File: src/rtl/toi2s_pkg.sv
// Shared constants and register-bank types for the toi2s top level.
// Holds the PWM defaults, mode/direction encodings and the sys_cfg PWM fields.
package toi2s_pkg;

    localparam int PWM_N_CH  = 4;
    localparam int PWM_W     = 8;
    localparam int PWM_PRE_W = 8;

    typedef enum logic {
        PWM_EDGE   = 1'b0,
        PWM_CENTER = 1'b1
    } pwm_mode_e;

    localparam logic PWM_DIR_UP   = 1'b0;
    localparam logic PWM_DIR_DOWN = 1'b1;

    typedef struct packed {
        logic [PWM_N_CH-1:0][PWM_W-1:0] pwm_duty;
        logic [PWM_W-1:0]               pwm_period;
        logic                           pwm_center;
        logic [PWM_PRE_W-1:0]           pwm_prescale;
        logic [PWM_N_CH-1:0]            pwm_ch_en;
        logic [PWM_N_CH-1:0]            pwm_invert;
    } rb_sys_cfg_wire_t;

    // Flattens the struct's duty array into the channel-major bus the PWM block takes.
    function automatic logic [PWM_N_CH*PWM_W-1:0] pwm_flat_duty(input rb_sys_cfg_wire_t cfg);
        logic [PWM_N_CH*PWM_W-1:0] flat;
        flat = '0;
        for (int i = 0; i < PWM_N_CH; i++) begin
            flat[i*PWM_W +: PWM_W] = cfg.pwm_duty[i];
        end
        return flat;
    endfunction

endpackage

File: src/rtl/pwm_multi_ch_timebase.sv
// Shared PWM timebase: prescaler, up/up-down counter, period boundary detection
// and the shadow-load strobe that moves period/mode (and duties) into use.
module pwm_timebase
    import toi2s_pkg::*;
#(
    parameter int WIDTH = 8,
    parameter int PRE_W = 8
) (
    input  logic             clk,
    input  logic             resetb,
    input  logic             ena_i,
    input  logic [WIDTH-1:0] cfg_period_i,
    input  logic             cfg_center_i,
    input  logic [PRE_W-1:0] cfg_prescale_i,
    output logic [WIDTH-1:0] cnt_o,
    output logic             shadow_load_o,
    output logic             period_first_o
);

    logic [PRE_W-1:0] pre_cnt_q, pre_cnt_d;
    logic [WIDTH-1:0] cnt_q, cnt_d;
    logic [WIDTH-1:0] period_sh_q, period_sh_d;
    pwm_mode_e        mode_sh_q, mode_sh_d;
    logic             dir_q, dir_d;
    logic             first_q, first_d;
    logic             tick;
    logic             period_end;
    logic             shadow_load;

    // A lowered prescale value wraps at once instead of running past it.
    assign tick = ena_i && (pre_cnt_q >= cfg_prescale_i);

    always_comb begin
        period_end = 1'b0;
        if (mode_sh_q == PWM_CENTER) begin
            period_end = (dir_q == PWM_DIR_DOWN) && (cnt_q == '0);
        end else begin
            period_end = (cnt_q == period_sh_q);
        end
    end

    assign shadow_load = !ena_i || (tick && period_end);

    always_comb begin
        pre_cnt_d   = pre_cnt_q;
        cnt_d       = cnt_q;
        dir_d       = dir_q;
        first_d     = first_q;
        period_sh_d = period_sh_q;
        mode_sh_d   = mode_sh_q;

        if (!ena_i) begin
            pre_cnt_d = '0;
            cnt_d     = '0;
            dir_d     = PWM_DIR_UP;
            first_d   = 1'b1;
        end else begin
            first_d   = 1'b0;
            pre_cnt_d = tick ? '0 : pre_cnt_q + 1'b1;
            if (tick) begin
                if (period_end) begin
                    cnt_d   = '0;
                    dir_d   = PWM_DIR_UP;
                    first_d = 1'b1;
                end else if (mode_sh_q == PWM_EDGE) begin
                    cnt_d = cnt_q + 1'b1;
                end else if (dir_q == PWM_DIR_UP) begin
                    // Turning around at the top keeps cnt, so T is held for two ticks.
                    if (cnt_q == period_sh_q) begin
                        dir_d = PWM_DIR_DOWN;
                    end else begin
                        cnt_d = cnt_q + 1'b1;
                    end
                end else begin
                    cnt_d = cnt_q - 1'b1;
                end
            end
        end

        if (shadow_load) begin
            period_sh_d = cfg_period_i;
            mode_sh_d   = pwm_mode_e'(cfg_center_i);
        end
    end

    always_ff @(posedge clk) begin
        if (!resetb) begin
            pre_cnt_q   <= '0;
            cnt_q       <= '0;
            dir_q       <= PWM_DIR_UP;
            first_q     <= 1'b1;
            period_sh_q <= '0;
            mode_sh_q   <= PWM_EDGE;
        end else begin
            pre_cnt_q   <= pre_cnt_d;
            cnt_q       <= cnt_d;
            dir_q       <= dir_d;
            first_q     <= first_d;
            period_sh_q <= period_sh_d;
            mode_sh_q   <= mode_sh_d;
        end
    end

    assign cnt_o          = cnt_q;
    assign shadow_load_o  = shadow_load;
    assign period_first_o = first_q;

endmodule

File: src/rtl/pwm_multi_ch.sv
// Multi-channel PWM generator on one shared timebase, with double-buffered
// duty and per-channel live enable/inversion on registered outputs.
module pwm_multi_ch
    import toi2s_pkg::*;
#(
    parameter int N_CH  = PWM_N_CH,
    parameter int WIDTH = PWM_W,
    parameter int PRE_W = PWM_PRE_W
) (
    input  logic                  clk,
    input  logic                  resetb,
    input  logic                  ena,
    input  logic [N_CH*WIDTH-1:0] cfg_duty,
    input  logic [WIDTH-1:0]      cfg_period,
    input  logic                  cfg_center,
    input  logic [PRE_W-1:0]      cfg_prescale,
    input  logic [N_CH-1:0]       cfg_ch_en,
    input  logic [N_CH-1:0]       cfg_invert,
    output logic [N_CH-1:0]       pwm_out,
    output logic                  period_start
);

    logic [WIDTH-1:0] cnt;
    logic             shadow_load;
    logic             period_first;
    logic             period_start_q, period_start_d;

    pwm_timebase #(
        .WIDTH (WIDTH),
        .PRE_W (PRE_W)
    ) u_timebase (
        .clk            (clk),
        .resetb         (resetb),
        .ena_i          (ena),
        .cfg_period_i   (cfg_period),
        .cfg_center_i   (cfg_center),
        .cfg_prescale_i (cfg_prescale),
        .cnt_o          (cnt),
        .shadow_load_o  (shadow_load),
        .period_first_o (period_first)
    );

    // Registered alongside pwm_out so the pulse lines up with the count-0 output.
    assign period_start_d = ena & period_first;

    always_ff @(posedge clk) begin
        if (!resetb) begin
            period_start_q <= 1'b0;
        end else begin
            period_start_q <= period_start_d;
        end
    end

    assign period_start = period_start_q;

    generate
        for (genvar gi = 0; gi < N_CH; gi++) begin : g_ch
            logic [WIDTH-1:0] duty_sh_q, duty_sh_d;
            logic             out_q, out_d;
            logic             raw;

            assign duty_sh_d = shadow_load ? cfg_duty[gi*WIDTH +: WIDTH] : duty_sh_q;
            // cnt never exceeds T, so D >= T+1 saturates high without extra logic.
            assign raw   = (cnt < duty_sh_q);
            assign out_d = (ena & cfg_ch_en[gi] & raw) ^ cfg_invert[gi];

            always_ff @(posedge clk) begin
                if (!resetb) begin
                    duty_sh_q <= '0;
                    out_q     <= 1'b0;
                end else begin
                    duty_sh_q <= duty_sh_d;
                    out_q     <= out_d;
                end
            end

            assign pwm_out[gi] = out_q;
        end
    endgenerate

endmodule
File: config.mk
export PLATFORM = sky130hd
export DESIGN_NAME = pwm_multi_ch
export DESIGN_NICKNAME = d
export VERILOG_FILES = /design/src/rtl/toi2s_pkg.sv /design/src/rtl/pwm_multi_ch_timebase.sv /design/src/rtl/pwm_multi_ch.sv
export SDC_FILE = /design/constraint.sdc
export NUM_CORES = 1
export LEC_CHECK = 0
export ABC_AREA = 0
export BUFFER_PORTS_ARGS = -buffer_cell sky130_fd_sc_hd__buf_2
export CELL_PAD_IN_SITES_DETAIL_PLACEMENT = 1
export CELL_PAD_IN_SITES_GLOBAL_PLACEMENT = 1
export CORE_MARGIN = 2
export CORE_UTILIZATION = 41
export CTS_BUF_LIST = sky130_fd_sc_hd__clkbuf_4 sky130_fd_sc_hd__clkbuf_8
export CTS_CLUSTER_DIAMETER = 80
export DETAILED_ROUTE_END_ITERATION = 10
export PLACE_DENSITY = 0.79
export SLEW_MARGIN = 20
export SYNTH_ARGS = -nofsm -noshare
export SYNTH_HDL_FRONTEND = slang
export SYNTH_SLANG_ARGS = --single-unit
File: constraint.sdc
create_clock -name clk -period 2.8 [get_ports clk]
set_clock_uncertainty 0.2 [all_clocks]
set_input_delay 0.14 -clock clk [delete_from_list [all_inputs] [get_ports clk]]
set_output_delay 0.14 -clock clk [all_outputs]
set_load 0.01 [all_outputs]
==> flow_summary_export.csv <==
group,metric,value,unit
worst_setup_path,path_max_fanout,25,
placed_design,io_buffer_count,64,
grt,grt_pass1_wl,19.73,mm
status,violations,"negative hold slack",
synthesis,yosys.area_share.adder,0.1232,
worst_setup_path,end_kind,"flip-flop",
clocking,root_buffer,"clkbuf_8",
clocking,clk_pin_slew_worst_paths,0.07,ns
worst_setup_path,worst_setup_path_start_kind,"flip-flop",
synthesis,synth-compound-area-share,0.1888,
final_layout,final_layout_size_suffix_gt1_frac,0.3089,
die,die_area,10720,um2
synthesis,synth-seq-cells,64,
detailed_routing,viasPerCell,5.205,
timing,min_period_over_period,0.9375,
worst_setup_path,crit_path_cell_trace,"ha_1 > o21ai_1 > a211o_1 > o21ai_2 > o22a_4 > buf_12 > nand3_1 > o21ai_1",
timing,slew_viol_final,0,
placed_design,post-place-ws,0.2087,ns
detailed_routing,drt_iter0_drc,112,
synthesis,synth_enable_flop_cells,0,
worst_setup_path,slowest_delay,0.48,ns
synthesis,yosysWarnings,0,
synthesis,yosysUniqueCellTypes,47,
die,die_h,103.5,um
detailed_routing,drtPass1Iterations,4,
final_layout,multiInputGateArea,2415,um2
timing,fmax,381.0,MHz
grt,overflow,0,
synthesis,async_reset_ff_frac,0,
grt,grt_usage,0.2300,
timing,tns,0,ns
pwr,peakVddDrop,217.0,uV
placed_design,dp_hpwl,7.428,mm
pwr,pwr_density_cell,454.8,nW/um2
clocking,cts.sinks,64,
timing,min_period,2.625,ns
status,status,"finished, violations left",
detailed_routing,wl,12.02,mm
timing,hold_viol,1,
flow_run,maxCapViolCount,0,
clocking,cts_inserted_buffers,9,
clocking,clk-insertion-delay-late,0.36,ns
placed_design,place_congestion,0.8765,
final_layout,final_cells,706,
die,initial_utilization,0.4195,
detailed_routing,wl_per_cell,17.03,um
worst_setup_path,crit_family,"compound AO/OA/AOI/OAI gates",
final_layout,diodes,0,
grt,grt_start_max_net_pins,93,
final_layout,fin_util,0.5370,
die,io_pins,65,
detailed_routing,remaining_drc_errors,0,
die,core,9684,um2
detailed_routing,wl_met2,6.322,mm
final_layout,register_area,1281,um2
worst_setup_path,crit_type,"reg -> reg",
timing,tightest_slew,0.5136,ns
detailed_routing,dr_wl_met3,420,um
timing,setup_violations,0,
worst_setup_path,path_common_cell,"o21ai_1",
clocking,post-cts-setup-buffers,0,
worst_setup_path,critPathBufInv,1,
timing,relSlewSlack,0.6568,
die,core.rowCount,36,
synthesis,synthCells,457,
timing,setup_ws,0.1751,ns
timing,whs,-0.0006178,ns
timing,rsz0062_at_grt,"false",
synthesis,synthMuxAreaShare,0.01232,
synthesis,synth_top_family_by_area,"simple AND/OR/NAND/NOR gates",
final_layout,nets,668,
worst_setup_path,worstPathRequired,2.88,ns
worst_setup_path,worstPathArrival,2.71,ns
detailed_routing,vias,3675,
worst_setup_path,cp_slowest_cell,"o22a_4",
synthesis,synthFlopType,"dfxtp_1",
detailed_routing,ant_nets,0,
clocking,cts_max_level,3,
grt,grt_pass1_vias,3999,
min_path,hp-class,"in -> reg",
clocking,tritoncts,"built",
synthesis,ys_seq_area_frac,0.3154,
synthesis,avgSynthCellArea,8.890,um2
detailed_routing,wl_met1,4.925,mm
die,die_w,103.5,um
synthesis,synthSimpleGateAreaFrac,0.2356,
pwr,p_leak,0.002201,uW
grt,antenna_found_initial,0,
placed_design,dp_cells,642,
final_layout,fillers,1161,
detailed_routing,highest_layer,"met4",
synthesis,synth_xor_xnor_area_share,0.03234,
clocking,clk_path_buf_depth,2,
synthesis,syn_nets,557,
final_layout,syn_to_final_growth,28.00,%
synthesis,synth_area,4063,um2
[logic make-up (layout without fill, tap and decap cells)]
| logic type | count (synthesis) | in the layout |
|---|---|---|
| simple gates | 158 | 158 |
| compound gates | 101 | 101 |
| buf+inv | 74 | 190 |
| flops | 64 | 64 |
| fa+ha+maj | 40 | 40 |
| xor+xnor | 15 | 15 |
| mux | 5 | 5 |
[through the flow]
step	power, uW	cell area, um2
2_1_floorplan	1340	4063
3_3_place_gp	1430	4496
3_5_place_dp	1455	4496
4_1_cts	2356	5172
5_1_grt	2469	5200
6_report	2365	5200
[cell usage after synthesis (3+ instances only)]
| library cell | number | area (um2) |
|---|---|---|
| dfxtp_1 | 64 | 1281 |
| o31ai_1 | 4 | 30.03 |
| buf_6 | 10 | 112.6 |
| a21oi_1 | 16 | 80.08 |
| clkbuf_1 | 6 | 22.52 |
| xor2_1 | 5 | 43.79 |
| o21ai_2 | 39 | 341.6 |
| o21a_1 | 5 | 37.54 |
| buf_4 | 4 | 30.03 |
| or3_1 | 5 | 31.28 |
| and3_1 | 3 | 18.77 |
| o21ai_1 | 14 | 70.07 |
| nand2_1 | 59 | 221.5 |
| nand4_1 | 3 | 18.77 |
| nor2_1 | 13 | 48.80 |
| buf_2 | 6 | 30.03 |
| or4_1 | 4 | 30.03 |
| xnor2_1 | 10 | 87.58 |
| nand3_2 | 38 | 380.4 |
| inv_1 | 47 | 176.4 |
| ha_1 | 40 | 500.5 |
| nand3_1 | 13 | 65.06 |
| mux2i_1 | 5 | 50.05 |
| nand2b_1 | 9 | 56.30 |
| a21o_1 | 9 | 67.56 |
[routing by layer]
layer | GRT usage | vias up
li1 | - | 1788
met1 | 0.2559 | 1779
met2 | 0.4172 | 81
met3 | 0.05098 | 27
met4 | 0.1052 | 0
met5 | 0 | -
[state kept, by name, indices dropped and copies added (netlist names)]
register,cells
u_timebase.period_first_o,1
u_timebase.pre_cnt_q,8
g_ch.duty_sh_q,32
g_ch.out_q,4
period_start,1
u_timebase.cnt_o,8
u_timebase.period_sh_q,8
u_timebase.mode_sh_q,1
u_timebase.dir_q,1
[what timing repair did]
action,CTS,global route
hold buffers,47,0
gates resized for setup,0,0
setup endpoints to repair,0,0
endpoints found under the hold margin,47,0
[placed cells by master (no fill, tap or decap), types with 3 or more instances in the layout]
master and n:
nand3_1 13, a21o_1 9, inv_1 47, xnor2_1 10, buf_2 63, a21oi_1 16
or3_1 5, or4_1 4, o21ai_1 14, xor2_1 5, mux2i_1 5, clkbuf_8 11
nor2_1 13, nand2_1 59, nand4_1 3, dlygate4sd3_1 47, and3_1 3, nand3_2 38
o31ai_1 4, buf_4 13, dfxtp_1 64, nand2b_1 9, ha_1 40, o21a_1 5
o21ai_2 39
[final timing paths]
check                                from              endpoint  slack (ns)  cells after the start
setup / recovery  u_timebase.pre_cnt_q[2]  g_ch[1].duty_sh_q[0]        0.18                      8
hold / removal               cfg_ch_en[2]         g_ch[2].out_q     -0.0006                      4
setup reg to reg  u_timebase.pre_cnt_q[2]  g_ch[1].duty_sh_q[0]        0.18                      8
hold reg to reg      g_ch[2].duty_sh_q[2]  g_ch[2].duty_sh_q[2]        0.26                      2
[report_power, final]
group          internal (uW)  switching, uW  leakage, uW  total (uW)
Combinational            228            271      0.00157         499
Sequential               970           36.4     0.000524        1010
Clock                    478            382     0.000110         859
[worst reg2reg max path, stage by stage, from the launching register on]
cell and delay (ns):
dfxtp_1 0.42, ha_1 0.27, o21ai_1 0.10, a211o_1 0.34
o21ai_2 0.24, o22a_4 0.48, buf_12 0.25, nand3_1 0.13
o21ai_1 0.12
[area by class of cell]
cell class,instances,share of cell area
clock buffer,13,0.03200
clock inverter,3,0.007700
inverter,48,0.03465
multi-input combinational,319,0.4644
sequential,64,0.2464
tap,133,0.03200
timing repair buffer,126,0.1829
Note: power is estimated with default switching activity, not from simulation.
